[src/rtl/bist_pkg.sv]
// -----------------------------------------------------------------------------
// bist_pkg
// Definitions shared by the BIST pattern generator and the output response
// analyser: controller state encoding, MISR width, feedback taps, seed value
// and counter widths.
// No ports (package).
// -----------------------------------------------------------------------------
package bist_pkg;

   localparam int MISR_W = 3;

   // x^3 + x + 1: when the MSB shifts out it folds back into bits 1 and 0.
   localparam logic [MISR_W-1:0] MISR_TAPS = 3'b011;

   // Value the signature register starts each session from.
   localparam logic [MISR_W-1:0] MISR_SEED = 3'b000;

   // Vector counter (responses per session) and watchdog cycle counter.
   localparam int CNT_W = 4;
   localparam int CYC_W = 5;

   typedef enum logic [1:0] {
      ST_IDLE    = 2'd0,
      ST_RUN     = 2'd1,
      ST_COMPARE = 2'd2,
      ST_DONE    = 2'd3
   } bist_state_e;

endpackage : bist_pkg

[src/rtl/bist_misr3.sv]
// -----------------------------------------------------------------------------
// bist_misr3
// 3-bit multiple-input signature register, polynomial x^3 + x + 1, written in
// Galois form: shift up by one, fold the outgoing MSB into the tap bits, then
// XOR in the response word.
// Ports:
//   clock    in   clock
//   reset    in   asynchronous active-low reset (register -> 000)
//   clr      in   reload the seed value (takes priority over en)
//   en       in   compress resp_in this cycle
//   resp_in  in   2-bit response {carry, sum}
//   sig      out  current signature
// -----------------------------------------------------------------------------
module bist_misr3
   import bist_pkg::*;
(
   input  logic              clock,
   input  logic              reset,
   input  logic              clr,
   input  logic              en,
   input  logic [1:0]        resp_in,
   output logic [MISR_W-1:0] sig
);

   logic [MISR_W-1:0] sig_q, sig_d;
   logic [MISR_W-1:0] shifted;
   logic [MISR_W-1:0] r_ext;

   always_comb begin
      r_ext   = {{(MISR_W-2){1'b0}}, resp_in};
      // Expands to s0'=s2^r0, s1'=s0^s2^r1, s2'=s1.
      shifted = {sig_q[MISR_W-2:0], 1'b0} ^ (MISR_TAPS & {MISR_W{sig_q[MISR_W-1]}});
      sig_d   = sig_q;
      if (clr)
         sig_d = MISR_SEED;
      else if (en)
         sig_d = shifted ^ r_ext;
   end

   always_ff @(posedge clock or negedge reset) begin
      if (!reset)
         sig_q <= '0;
      else
         sig_q <= sig_d;
   end

   assign sig = sig_q;

endmodule : bist_misr3

[src/rtl/bist_ora_misr.sv]
// -----------------------------------------------------------------------------
// bist_ora_misr
// Output response analyser: compresses N_VECTORS accepted CUT responses into a
// 3-bit MISR, compares the final signature with GOLDEN_SIG and reports the
// result. Controller: IDLE -> RUN -> COMPARE -> DONE.
// Optional feature: define BIST_ORA_TIMEOUT_EN to add a RUN-state watchdog that
// aborts the session to DONE (pass=0, timeout=1) after TIMEOUT_CYCLES cycles.
// Without it, timeout is tied low and RUN waits indefinitely.
// Ports:
//   clock       in   clock, all state changes on posedge
//   reset       in   asynchronous active-low reset
//   start       in   one-cycle pulse, starts a session from IDLE or DONE
//   resp_in     in   CUT response {carry, sum}
//   resp_valid  in   resp_in valid this cycle
//   signature   out  current MISR contents
//   busy        out  high in RUN and COMPARE
//   done        out  high in DONE
//   pass        out  signature matched GOLDEN_SIG (meaningful while done=1)
//   timeout     out  session aborted by the watchdog
// -----------------------------------------------------------------------------
module bist_ora_misr
   import bist_pkg::*;
#(
   parameter logic [MISR_W-1:0] GOLDEN_SIG     = 3'b000,
   parameter int                N_VECTORS      = 7,
   parameter int                TIMEOUT_CYCLES = 31
) (
   input  logic              clock,
   input  logic              reset,
   input  logic              start,
   input  logic [1:0]        resp_in,
   input  logic              resp_valid,
   output logic [MISR_W-1:0] signature,
   output logic              busy,
   output logic              done,
   output logic              pass,
   output logic              timeout
);

   if (N_VECTORS < 1 || N_VECTORS > 15 || TIMEOUT_CYCLES < 1 || TIMEOUT_CYCLES > 31) begin : g_bad_cfg
      $error("bist_ora_misr: N_VECTORS must be 1..15 and TIMEOUT_CYCLES 1..31");
   end

   // Count value held when the final response arrives.
   localparam logic [CNT_W-1:0] LAST_CNT = CNT_W'(N_VECTORS - 1);

   bist_state_e       state_q, state_d;
   logic [CNT_W-1:0]  cnt_q, cnt_d;
   logic              pass_q, pass_d;
   logic              misr_clr, misr_en;
   logic              last_resp;
   logic [MISR_W-1:0] sig;

`ifdef BIST_ORA_TIMEOUT_EN
   // Cycle-counter value during the final allowed RUN cycle.
   localparam logic [CYC_W-1:0] LAST_CYC = CYC_W'(TIMEOUT_CYCLES - 1);

   logic [CYC_W-1:0] cyc_q, cyc_d;
   logic             to_q, to_d;
`endif

   bist_misr3 u_misr (
      .clock   (clock),
      .reset   (reset),
      .clr     (misr_clr),
      .en      (misr_en),
      .resp_in (resp_in),
      .sig     (sig)
   );

   assign last_resp = resp_valid && (cnt_q == LAST_CNT);

   always_comb begin
      state_d  = state_q;
      cnt_d    = cnt_q;
      pass_d   = pass_q;
      misr_clr = 1'b0;
      misr_en  = 1'b0;
`ifdef BIST_ORA_TIMEOUT_EN
      cyc_d    = cyc_q;
      to_d     = to_q;
`endif
      case (state_q)
         ST_IDLE, ST_DONE: begin
            if (start) begin
               state_d  = ST_RUN;
               cnt_d    = '0;
               pass_d   = 1'b0;
               misr_clr = 1'b1;
`ifdef BIST_ORA_TIMEOUT_EN
               cyc_d    = '0;
               to_d     = 1'b0;
`endif
            end
         end
         ST_RUN: begin
            if (resp_valid) begin
               misr_en = 1'b1;
               cnt_d   = cnt_q + 1'b1;
               if (last_resp)
                  state_d = ST_COMPARE;
            end
`ifdef BIST_ORA_TIMEOUT_EN
            // Completing the session on this edge wins over the watchdog.
            if (!last_resp) begin
               if (cyc_q == LAST_CYC) begin
                  state_d = ST_DONE;
                  to_d    = 1'b1;
                  pass_d  = 1'b0;
               end else begin
                  cyc_d = cyc_q + 1'b1;
               end
            end
`endif
         end
         ST_COMPARE: begin
            pass_d  = (sig == GOLDEN_SIG);
            state_d = ST_DONE;
         end
         default: state_d = ST_IDLE;
      endcase
   end

   always_ff @(posedge clock or negedge reset) begin
      if (!reset) begin
         state_q <= ST_IDLE;
         cnt_q   <= '0;
         pass_q  <= 1'b0;
      end else begin
         state_q <= state_d;
         cnt_q   <= cnt_d;
         pass_q  <= pass_d;
      end
   end

`ifdef BIST_ORA_TIMEOUT_EN
   always_ff @(posedge clock or negedge reset) begin
      if (!reset) begin
         cyc_q <= '0;
         to_q  <= 1'b0;
      end else begin
         cyc_q <= cyc_d;
         to_q  <= to_d;
      end
   end

   assign timeout = to_q;
`else
   assign timeout = 1'b0;
`endif

   assign signature = sig;
   assign busy      = (state_q == ST_RUN) || (state_q == ST_COMPARE);
   assign done      = (state_q == ST_DONE);
   assign pass      = pass_q;

endmodule : bist_ora_misr

[config.mk]
export PLATFORM = sky130hd
export DESIGN_NAME = bist_ora_misr
export DESIGN_NICKNAME = d
export VERILOG_FILES = /design/src/rtl/bist_pkg.sv /design/src/rtl/bist_misr3.sv /design/src/rtl/bist_ora_misr.sv
export SDC_FILE = /design/constraint.sdc
export NUM_CORES = 1
export LEC_CHECK = 0
export ABC_AREA = 0
export ABC_CLOCK_PERIOD_IN_PS = 1800
export BUFFER_PORTS_ARGS = -buffer_cell sky130_fd_sc_hd__buf_2
export CORE_MARGIN = 1
export CORE_UTILIZATION = 52
export DETAILED_ROUTE_END_ITERATION = 10
export MAX_ROUTING_LAYER = met4
export PLACE_DENSITY = 0.85
export SYNTH_ARGS = -nofsm -noshare
export SYNTH_HDL_FRONTEND = slang
export SYNTH_SLANG_ARGS = --single-unit
[constraint.sdc]
create_clock -name clock -period 1.8 [get_ports clock]
set_clock_uncertainty 0.1 [all_clocks]
set_input_delay 0.09 -clock clock [delete_from_list [all_inputs] [get_ports clock]]
set_output_delay 0.09 -clock clock [all_outputs]
set_load 0.03 [all_outputs]
# Yosys cells after proc, flatten, opt, wreduce, memory -nomap -nowiden
# Index checks and enable logic that the tools add are counted.
# totals
elab_cells	40
register_bits	10
# op_classes
muxes	15
n_bitwise	2
addsub	1
eq_ne	7
n_reduce_logical	11
# op_table
op	count
2-to-1 mux 4 bit	2
one-hot mux 4 bit (2 select lines)	1
2-to-1 mux 2 bit	3
2-to-1 mux 3 bit	2
!= test 2 bit (second input constant)	3
one-hot mux 2 bit (3 select lines)	1
AND reduction 3 bit	2
nonzero test 2 bit	3
bitwise XOR 3 x 2 -> 3 bit	2
2-to-1 mux 1 bit	5
adder 4 x 1 -> 4 bit (second input constant)	1
equality test 2 bit (second input constant)	2
equality test 4 x 3 -> 1 bit (second input constant)	1
zero test 3 bit	1
equality test 2 x 1 -> 1 bit (second input constant)	1
zero test 2 bit	1
one-hot mux 1 bit (2 select lines)	1
AND reduction 2 bit	1
OR reduction 2 bit	1
logical AND 1 bit	1
logical OR 1 bit	1

# Longest topological paths before layout
# Gate-level depths: netlist of run 1.
# logic_depth
depth_word	5
ltp_mapped	6
ltp_nobuf	5

# Hierarchy
# From an unflattened synthesis of run 1, not the netlist that was laid out.
# unflattened
cells_unflattened	67
hier_area_um2	670.6
# modules_own_cells
module	area_per_inst_um2	instances	cells_each
bist_ora_misr	524.3	1	56
bist_misr3	146.4	1	11

# Worst setup path before layout of run 1
# OpenSTA, ideal clock, no wires.
# synth_path
path_type	reg-to-reg
start	reg state_q[0]
end	reg cnt_q[2]
stages_incl_launch_ff	7
path_buffers	1
t_arrival_ns	1.323
path_slack_ns	0.250
setup_time_ns	0.127
period_less_slack_ns	1.550
t_required_ns	1.573
path_cell_list	dfrtp_1 > inv_1 > ha_1 > buf_4 > nor2b_4 > o311ai_1 > nor2_1
# synth_via
elab_chain_len	4
word_cells_on_any_way	9
cone_classes	4 x eq/ne; 1 x mux; 4 x reduce/logical
# synth_rtl
item	line	rtl
start, declared	bist_ora_misr.sv:47	bist_state_e state_q, state_d;
start signal, assigned	bist_ora_misr.sv:130	state_q <= state_d;
equality test 2 bit / zero test 2 bit (equally long branches)	bist_ora_misr.sv:83	case (state_q)
OR reduction 2 bit	bist_ora_misr.sv:83	
!= test 2 bit (no line) / nonzero test 2 bit (equally long branches)	n/a	
AND reduction 3 bit (no line)	n/a	
end signal, assigned	bist_ora_misr.sv:131	cnt_q <= cnt_d;
end, declared	bist_ora_misr.sv:48	logic [CNT_W-1:0] cnt_q, cnt_d;
# Several ways; a longest one is shown, not always the timed one.
# A chain may end at the register's enable or synchronous reset.

# Worst setup path after layout of run 1
# layout_path
start	reg state_q[1]
end	reg u_misr.sig_q[1] (netlist: u_misr.sig[1])
# layout_via
elab_chain_len	4
word_cells_on_any_way	8
cone_classes	2 x eq/ne; 3 x mux; 3 x reduce/logical
# layout_rtl
item	line	rtl
equality test 2 bit / zero test 2 bit (equally long branches)	bist_ora_misr.sv:83	
OR reduction 2 bit	bist_ora_misr.sv:83	
2-to-1 mux 1 bit	bist_ora_misr.sv:83	
2-to-1 mux 3 bit / nonzero test 2 bit (equally long branches)	n/a	
end signal, assigned	bist_misr3.sv:44	sig_q <= sig_d;
end, declared	bist_misr3.sv:25	logic [MISR_W-1:0] sig_q, sig_d;
# Several ways; a longest one is shown, not always the timed one.

==> results by group, run 1 <==
Synth
  • Yosys top cell area share: 35.8%
  • Post-synthesis cell area: 699 sq um
  • Syn. warnings: 0
  • Sequential share of the synthesized area: 35.8%
  • Mean area per synthesized cell: 9.58 sq um
  • Simple-gate share of the synthesized area: 18.2%
  • XOR/XNOR Fraction of Synth Area: 2.50%
  • #FFs+latches synth: 10
  • Yosys cell types: 32
  • Synth area leaders: dfrtp_1, ha_1, a21oi_1
  • Post-synth top area cell: dfrtp_1
  • Syn_nets: 85
  • Largest family of logic cells by synthesized area: compound AO/OA/AOI/OAI gates
  • Post-synthesis mux area share: 4.29%
  • Post-Synth Adder-Cell Area: 10.7%
  • Synth Instances: 73
  • Synth Area in Compound Gates: 20.2%

Outcome
  • Status: completed

Setup path
  • Critical path class: reg -> reg
  • Flop2flop setup slack: 0.13 ns
  • Setup crit end kind: flip-flop
  • Worst EP arrival: 1.73 ns
  • Startpoint types: flip-flop
  • Worst r2r dst: u_misr.sig[1]
  • Worst EP required: 1.87 ns
  • R2R depth: 5
  • Crit Reg-Reg Startpoint: state_q[1]
  • Maximum fanout along the worst path: 8

STA
  • Tmin final: 1.67 ns
  • Final setup viols: 0
  • F_max: 0.600 GHz
  • Worst setup margin: 0.134 ns
  • Setup tns final: 0 ns
  • Fin. Hold Viols: 0
  • Max-slew violation count: 0
  • Final period util: 92.6%
  • RSZ-0062 raised after global routing: false

Route
  • Drt via density: 5.64
  • Antenna-violating nets left: 0
  • Routed wire length: 1.47 mm
  • Vias: 581
  • Drt pass-1 iters: 6
  • Wire per inst: 14.3 microns
  • Initial DRC count: 14
  • DRC viols: 0

Global route
  • Global-route usage over all layers: 24.2%
  • GRT overflow: 0
  • Initial antenna violation count: 0
  • First-pass GRT wire length: 2.26 mm
  • Vias in the first global route: 520
  • Largest net degree at the start of global routing: 12

Floorplanning
  • Die W: 38.7 microns
  • Initial core utilization: 59.7%
  • Standard-cell row count: 12
  • Core area: 0.00117 sq mm
  • Vert. Die Dim: 38.7 microns
  • I/O pin count: 13
  • Die ar.: 0.00150 sq mm

CTS
  • Post-CTS sizing: 0
  • Skew-Pair Late Insertion Delay: 0.27 ns
  • TritonCTS clock tree: built
  • Total CTS buffers: 3
  • Bufs on Longest Clock Path: 2
  • Reg clk slew, reported paths: 0.07 ns
  • Root buf cell: clkbuf_4
  • Num Clock Sinks: 10
  • CTS H-Tree Depth: 1

Cells and area
  • Synthesis-to-layout area growth: 17.4%
  • Most frequent cells in the layout: buf_2, dfrtp_1, inv_1, a21oi_1, ha_1
  • Most common cell after layout, fill and taps aside: buf_2
  • Finished layout cell area: 821 sq um
  • Final non-filler cell total: 103
  • Proportion of layout cells with a drive suffix above 1: 28.1%
  • # nets final: 102
  • Ant diodes: 0

Placement
  • Inst Count DP: 96
  • Gpl congestion: 0.819
  • PortBufs: 11
  • Placed instance area: 759 sq um
  • DP HPWL: 1.05 mm
  • Pre-CTS setup slack: 0.128 ns

Min path
  • Hold depth: 2
  • Worst min path class: in -> reg
  • Hold Startpoint: start
  • Hold EP: u_misr.sig[2]

Flow run
  • Maxcap violations: 0

Power and ir drop
  • Pwr/cell area: 1760 mW/mm^2
  • Worst vdd ir: 0.946 mV
  • Leakage: 0.441 nW
  • Power consumption: 1.44 mW
worst max-delay path, stage by stage, from the launching register on:
cell	delay [ns]
dfrtp_1	0.40
inv_1	0.11
ha_1	0.33
nand2_2	0.12
or3_1	0.34
and3_1	0.16
cell families (layout without fill, tap and decap cells):
group | count (synthesis) | after routing
AND/OR/NAND/NOR | 19 | 19
flip-flops | 10 | 10
other | 1 | 1
multiplexers | 3 | 3
AO/OA/AOI/OAI | 21 | 21
buffers and inverters | 11 | 27
XOR/XNOR | 2 | 2
adder cells (fa/ha/maj) | 6 | 6
registers in the layout, indices dropped and copies added, names as in the netlist:
register	cells
cnt_q	4
pass	1
state_q	2
u_misr.sig	3
cell usage after synthesis:
cell type,instances
dfrtp_1,10
inv_1,7
a21oi_1,6
ha_1,6
nand2b_1,4
o21ai_1,4
buf_4,3
mux2i_1,3
nand2_1,3
a21o_1,2
a22o_1,2
nand4_1,2
xor2_1,2
a211oi_2,1
a21boi_1,1
a21oi_2,1
a22oi_1,1
and3_1,1
buf_2,1
conb_1,1
nand2_2,1
nand3b_1,1
nand4b_2,1
nor2_1,1
nor2b_4,1
nor3_1,1
nor4b_1,1
o211ai_1,1
o22ai_1,1
o311ai_1,1
or2_2,1
or3_1,1
how the worst max path moves through the flow:
stage,slack (ns),start,to,depth (start not counted)
after CTS,0.07,state_q[0],busy,5
after global routing,0.04,state_q[1],u_misr.sig[1],5
after global placement,0.21,state_q[0],cnt_q[0],5
final,0.13,state_q[1],u_misr.sig[1],5
after floorplan,0.25,state_q[0],cnt_q[2],6
after detailed placement,0.13,state_q[0],cnt_q[0],5
routing by layer:
metal	vias up	part of all wire, %	global-route usage (%)
met4	0	1.8	12.9
met3	4	3.1	5.20
met2	14	48	36.7
met1	273	46	30.0
li1	290	-	-
met5	-	0	-
report_power, final:
group	leakage, nW	switching [mW]	total, mW	internal, mW
clock	0.0210	0.0823	0.205	0.123
combinational	0.290	0.510	0.865	0.355
sequential	0.130	0.0749	0.373	0.298
what timing repair did:
item                       CTS  global route
buffers inserted             0             2
setup endpoints to repair    0             1
hold buffers                 1             0
hold endpoints to repair    10             0
through the flow:
step                      utilization [%]  hold slack [ns]
final                                70.1           0.0290
after global routing                 70.1           0.0358
after CTS                            68.8           0.0196
after detailed placement             64.9           -0.134
after global placement               64.9           -0.139
after floorplan                         -           -0.306
layout make-up:
type | count | area [sq um]
multi-input cells | 52 | 395
fillers | 88 | 350
flip-flops and latches | 10 | 250
repair buffers | 16 | 95.1
clock buffers | 4 | 36.3
inverters | 7 | 26.3
well taps | 14 | 17.5
Power figures use the tool's default switching activity.
==> run 2: changes to the inputs <==
Settings changed: ABC_CLOCK_PERIOD_IN_PS 1800 to 2000, CORE_AREA set to 2 2 39 41, CORE_MARGIN 1 to unset, CORE_UTILIZATION 52 to unset, DIE_AREA set to 0 0 41 43, PLACE_DENSITY 0.85 to 0.86, TNS_END_PERCENT set to 5.
Clock period 1.8 ns to 2 ns, I/O delays scaled along.
==> results by group, run 2 (synthesis gave the netlist of run 1 again) <==
CTS
  • Root buf cell: clkbuf_4
  • Num Clock Sinks: 10 (unchanged)
  • Bufs on Longest Clock Path: 2 (unchanged)
  • Total CTS buffers: 3 (unchanged)
  • Post-CTS sizing: 0 (unchanged)
  • CTS H-Tree Depth: 1 (unchanged)
  • Reg clk slew, reported paths: 0.07 ns (about the same)
  • Skew-Pair Late Insertion Delay: 0.28 ns (about the same)
  • TritonCTS clock tree: built
  • Cts hold-fix bufs: 1 (unchanged)
  • Post-CTS setup buffers: 0 (unchanged)

Cells and area
  • Register with the most flip-flops: cnt_q
  • Finished layout cell area: 801 sq um (-2.4%)
  • Layout fillers: 122 (+39%)
  • Final core occ: 57.9% (-12 points)
  • Largest register FFs: 4 (unchanged)
  • Synthesis-to-layout area growth: 14.5%
  • Proportion of layout cells with a drive suffix above 1: 25.6% (-2.5 points)
  • Most common cell after layout, fill and taps aside: buf_2
  • # nets final: 99 (-2.9%)
  • Ant diodes: 0 (unchanged)
  • Most frequent cells in the layout: buf_2, dfrtp_1, inv_1, a21oi_1, ha_1

STA
  • Final setup viols: 0 (unchanged)
  • Worst setup margin: 0.245 ns (+0.111 ns)
  • Max-slew violation count: 0 (unchanged)
  • Fin. Hold Viols: 0 (unchanged)
  • RSZ-0062 raised after global routing: false
  • Tmin final: 1.75 ns (+0.0885 ns)
  • Final period util: 87.7% (-4.8 points)
  • F_max: 0.570 GHz (-5.0%)
  • Setup tns final: 0 ns (unchanged)

Setup path
  • Flop2flop setup slack: 0.25 ns (+0.11 ns)
  • Setup crit end kind: flip-flop
  • Worst r2r dst: cnt_q[0]
  • R2R depth: 5 (unchanged)
  • Crit Reg-Reg Startpoint: state_q[0]
  • Worst EP required: 2.07 ns (+0.20 ns)
  • Startpoint types: flip-flop
  • Critical path class: reg -> reg
  • Worst EP arrival: 1.82 ns (+0.09 ns)
  • Maximum fanout along the worst path: 10 (+2)

Floorplanning
  • Standard-cell row count: 14 (+2)
  • Die W: 41 microns (+6.0%)
  • Initial core utilization: 50.5% (-9.2 points)
  • Core area: 0.00138 sq mm (+18%)
  • Die ar.: 0.00176 sq mm (+18%)
  • I/O pin count: 13 (unchanged)
  • Vert. Die Dim: 43 microns (+11%)

Route
  • Drt pass-1 iters: 4 (-2)
  • Initial DRC count: 5 (-9)
  • Vias: 558 (-4.0%)
  • Drt via density: 5.47 (-3.0%)
  • Antenna-violating nets left: 0 (unchanged)
  • Routed wire length: 1.39 mm (-5.2%)
  • Wire per inst: 13.7 microns (-4.2%)
  • DRC viols: 0 (unchanged)

Outcome
  • Status: completed

Placement
  • PortBufs: 11 (unchanged)
  • Placed instance area: 754 sq um (-0.66%)
  • Pre-CTS setup slack: 0.236 ns (+0.108 ns)
  • Gpl congestion: 0.747 (-8.8%)
  • DP HPWL: 1.05 mm (+0.23%)

Global route
  • Global-route usage over all layers: 21.1% (-3.1 points)
  • First-pass GRT wire length: 2.38 mm (+5.2%)
  • Largest net degree at the start of global routing: 12 (unchanged)
  • Initial antenna violation count: 0 (unchanged)
  • Vias in the first global route: 561 (+7.9%)
  • GRT overflow: 0 (unchanged)

Power and ir drop
  • Pwr/cell area: 1550 mW/mm^2 (-12%)
  • Power consumption: 1.24 mW (-14%)
  • Leakage: 0.427 nW (-3.1%)
  • Worst vdd ir: 0.928 mV (-2.0%)

Min path
  • Hold Startpoint: start
  • Hold depth: 2 (unchanged)
  • Worst min path class: in -> reg
  • Hold EP: u_misr.sig[0]

Flow run
  • Maxcap violations: 0 (unchanged)
==> run 2: per-layer routing <==
metal | global-route usage, % | share of wire (%) | vias to the layer above
li1 | - | - | 277
met1 | 25.3 | 43 | 264
met2 | 29.4 | 49 | 11
met3 | 6.28 | 3.9 | 6
met4 | 14.0 | 4.2 | 0
met5 | - | 0 | -
==> run 2: where the power goes <==
part           leakage [nW]  switching, mW  internal (mW)  total (mW)
registers             0.130         0.0749          0.268       0.343
clock network        0.0210         0.0780          0.111       0.189
logic                 0.276          0.430          0.278       0.708
total                 0.427          0.583          0.657        1.24
==> run 2: worst max path at each step <==
stage          endpoint  slack, ns        from
3_3_place_gp   cnt_q[0]       0.34  state_q[0]
2_1_floorplan  cnt_q[2]       0.45  state_q[0]
4_1_cts        cnt_q[0]       0.24  state_q[0]
6_report       cnt_q[0]       0.25  state_q[0]
3_5_place_dp   cnt_q[0]       0.24  state_q[0]
5_1_grt        cnt_q[0]       0.11  state_q[0]
==> run 2: per-stage QoR <==
step	hold slack (ns)	instances
after global routing	0.0454	102
after floorplan	-0.296	73
final	0.0321	102
after detailed placement	-0.123	97
after CTS	0.0288	102
after global placement	-0.131	97
==> run 2: layout make-up <==
class	instances	area, sq um	share of cell area [%]
clock buffers	4	36.3	4.53
inverters	7	26.3	3.28
repair buffers	13	72.6	9.06
flip-flops and latches	10	250	31.3
multi-input cells	52	395	49.4
well taps	16	20.0	2.50
==> run 2: critical path, stage by stage, from the launching register on <==
cell and delay (ns):
dfrtp_1 0.40, inv_1 0.07, ha_1 0.46, nor2b_4 0.28
o21ai_1 0.09, a22o_1 0.24
==> run 3: changes to the inputs <==
Settings changed: ABC_CLOCK_PERIOD_IN_PS 2000 to 2100.
Clock period 2 ns to 2.1 ns, I/O delays scaled along.
==> results by group, run 3 (synthesis gave the netlist of run 1 again) <==
Outcome
  • Status: completed

Cells and area
  • Ant diodes: 0 (unchanged)
  • Most frequent cells in the layout: buf_2, dfrtp_1, inv_1, a21oi_1, ha_1
  • Most common cell after layout, fill and taps aside: buf_2
  • Synthesis-to-layout area growth: 12.5%
  • Proportion of layout cells with a drive suffix above 1: 24.7% (-0.88 points)
  • # nets final: 99 (unchanged)
  • Register with the most flip-flops: cnt_q
  • Largest register FFs: 4 (unchanged)

STA
  • F_max: 0.576 GHz (+1.1%)
  • Worst setup margin: 0.364 ns (+0.119 ns)
  • Setup tns final: 0 ns (unchanged)
  • Final period util: 82.7% (-5.1 points)
  • RSZ-0062 raised after global routing: false
  • Fin. Hold Viols: 0 (unchanged)
  • Tmin final: 1.74 ns (-0.0187 ns)
  • Max-slew violation count: 0 (unchanged)
  • Final setup viols: 0 (unchanged)

Floorplanning
  • Die ar.: 0.00176 sq mm (unchanged)
  • Core area: 0.00138 sq mm (unchanged)
  • Standard-cell row count: 14 (unchanged)
  • Die W: 41 microns (unchanged)
  • Initial core utilization: 50.5% (unchanged)
  • I/O pin count: 13 (unchanged)
  • Vert. Die Dim: 43 microns (unchanged)

Placement
  • Gpl congestion: 0.742 (-0.71%)
  • Pre-CTS setup slack: 0.358 ns (+0.122 ns)
  • DP HPWL: 1.06 mm (+1.3%)
  • PortBufs: 11 (unchanged)

Global route
  • Vias in the first global route: 547 (-2.5%)
  • Global-route usage over all layers: 20.3% (-0.83 points)
  • Largest net degree at the start of global routing: 12 (unchanged)
  • GRT overflow: 0 (unchanged)
  • First-pass GRT wire length: 2.35 mm (-1.4%)
  • Initial antenna violation count: 0 (unchanged)

Route
  • Drt via density: 5.54 (+1.4%)
  • Drt pass-1 iters: 4 (unchanged)
  • DRC viols: 0 (unchanged)
  • Vias: 560 (+0.36%)
  • Wire per inst: 13.5 microns (-0.82%)
  • Routed wire length: 1.37 mm (-1.8%)
  • Initial DRC count: 4 (-1)
  • Antenna-violating nets left: 0 (unchanged)

Setup path
  • Setup crit end kind: flip-flop
  • Slowest-stage cell, CP: ha_1
  • Maximum fanout along the worst path: 10 (unchanged)
  • Worst EP required: 2.14 ns (+0.07 ns)
  • Largest stage delay, worst path: 0.46 ns (about the same)
  • CP Cell Sequence: inv_1 -> ha_1 -> nor2b_4 -> o21ai_1 -> a22o_1
  • Worst EP arrival: 1.77 ns (-0.05 ns)
  • Startpoint types: flip-flop
  • R2R depth: 5 (unchanged)
  • Critical path class: reg -> reg

CTS
  • Reg clk slew, reported paths: 0.08 ns (about the same)
  • Total CTS buffers: 3 (unchanged)
  • Bufs on Longest Clock Path: 2 (unchanged)
  • CTS H-Tree Depth: 1 (unchanged)
  • Num Clock Sinks: 10 (unchanged)
  • Post-CTS sizing: 0 (unchanged)
  • TritonCTS clock tree: built
  • Skew-Pair Late Insertion Delay: 0.26 ns (-0.02 ns)
  • Root buf cell: clkbuf_4

Min path
  • Hold depth: 2 (unchanged)
  • Worst min path class: in -> reg

Power and ir drop
  • Worst vdd ir: 0.747 mV (-19%)
  • Pwr/cell area: 1430 mW/mm^2 (-7.4%)
  • Leakage: 0.420 nW (-1.7%)

Flow run
  • Maxcap violations: 0 (unchanged)
## run 3: changes by cell type in the layout (fill, tap and decap cells not counted), sizes merged
cell	delta
clkbuf	-1
## run 3: layout make-up
cell class                 count  area (sq um)
fill                         125           597
multi-input combinational     52           395
sequential                    10           250
timing repair buffer          13          72.6
inverter                       7          26.3
clock buffer                   3          22.5
tap                           16          20.0
## run 3: timing repair
| action | in CTS | in global routing |
|---|---|---|
| hold endpoints to repair | 10 | 0 |
| hold buffers | 1 | 0 |
| setup buffers | 0 | 0 |
## run 3: worst max-delay path: cells and delay by family, from the launching register on
kind	cells	cell delay, ns
compound gates	2	0.32
flops	1	0.40
simple gates	1	0.28
buf+inv	1	0.07
fa+ha+maj	1	0.46
## run 3: path summary, 6_finish.rpt
| kind | from | endpoint | slack, ns |
|---|---|---|---|
| min in group asynchronous | reset | cnt_q[1] | 0.13 |
| worst max register to register | state_q[0] | cnt_q[0] | 0.36 |
| worst max-delay path | state_q[0] | cnt_q[0] | 0.36 |
| max in group asynchronous | reset | state_q[1] | 1.56 |
| worst min register to register | pass | pass | 0.48 |
| worst min-delay path | start | u_misr.sig[2] | 0.05 |
## run 3: where the power goes
part	internal [mW]	switching [mW]	total (mW)
clock network	0.0659	0.0654	0.131
registers	0.256	0.0677	0.323
logic	0.264	0.410	0.674
total	0.586	0.543	1.13
## run 3: routing by layer
metal / up-vias / share of wire (%) / GRT usage, %
met5: - / 0 / -
met4: 0 / 0.80 / 6.00
met3: 2 / 2.6 / 4.71
met2: 9 / 51 / 31.3
met1: 267 / 45 / 25.7
li1: 282 / - / -
## run 3: stage by stage
| stage | utilization [%] | power, mW | area, sq um | instances | hold slack [ns] |
|---|---|---|---|---|---|
| finish | 56.9 | 1.13 | 787 | 101 | 0.0477 |
| global route | 56.9 | 1.23 | 787 | 101 | 0.0432 |
| CTS | 56.9 | 1.14 | 787 | 101 | 0.0410 |
| detailed placement | 54.5 | 1.01 | 754 | 97 | -0.122 |
| global placement | 54.5 | 0.969 | 754 | 97 | -0.126 |
| floorplan | - | 0.857 | 699 | 73 | -0.291 |
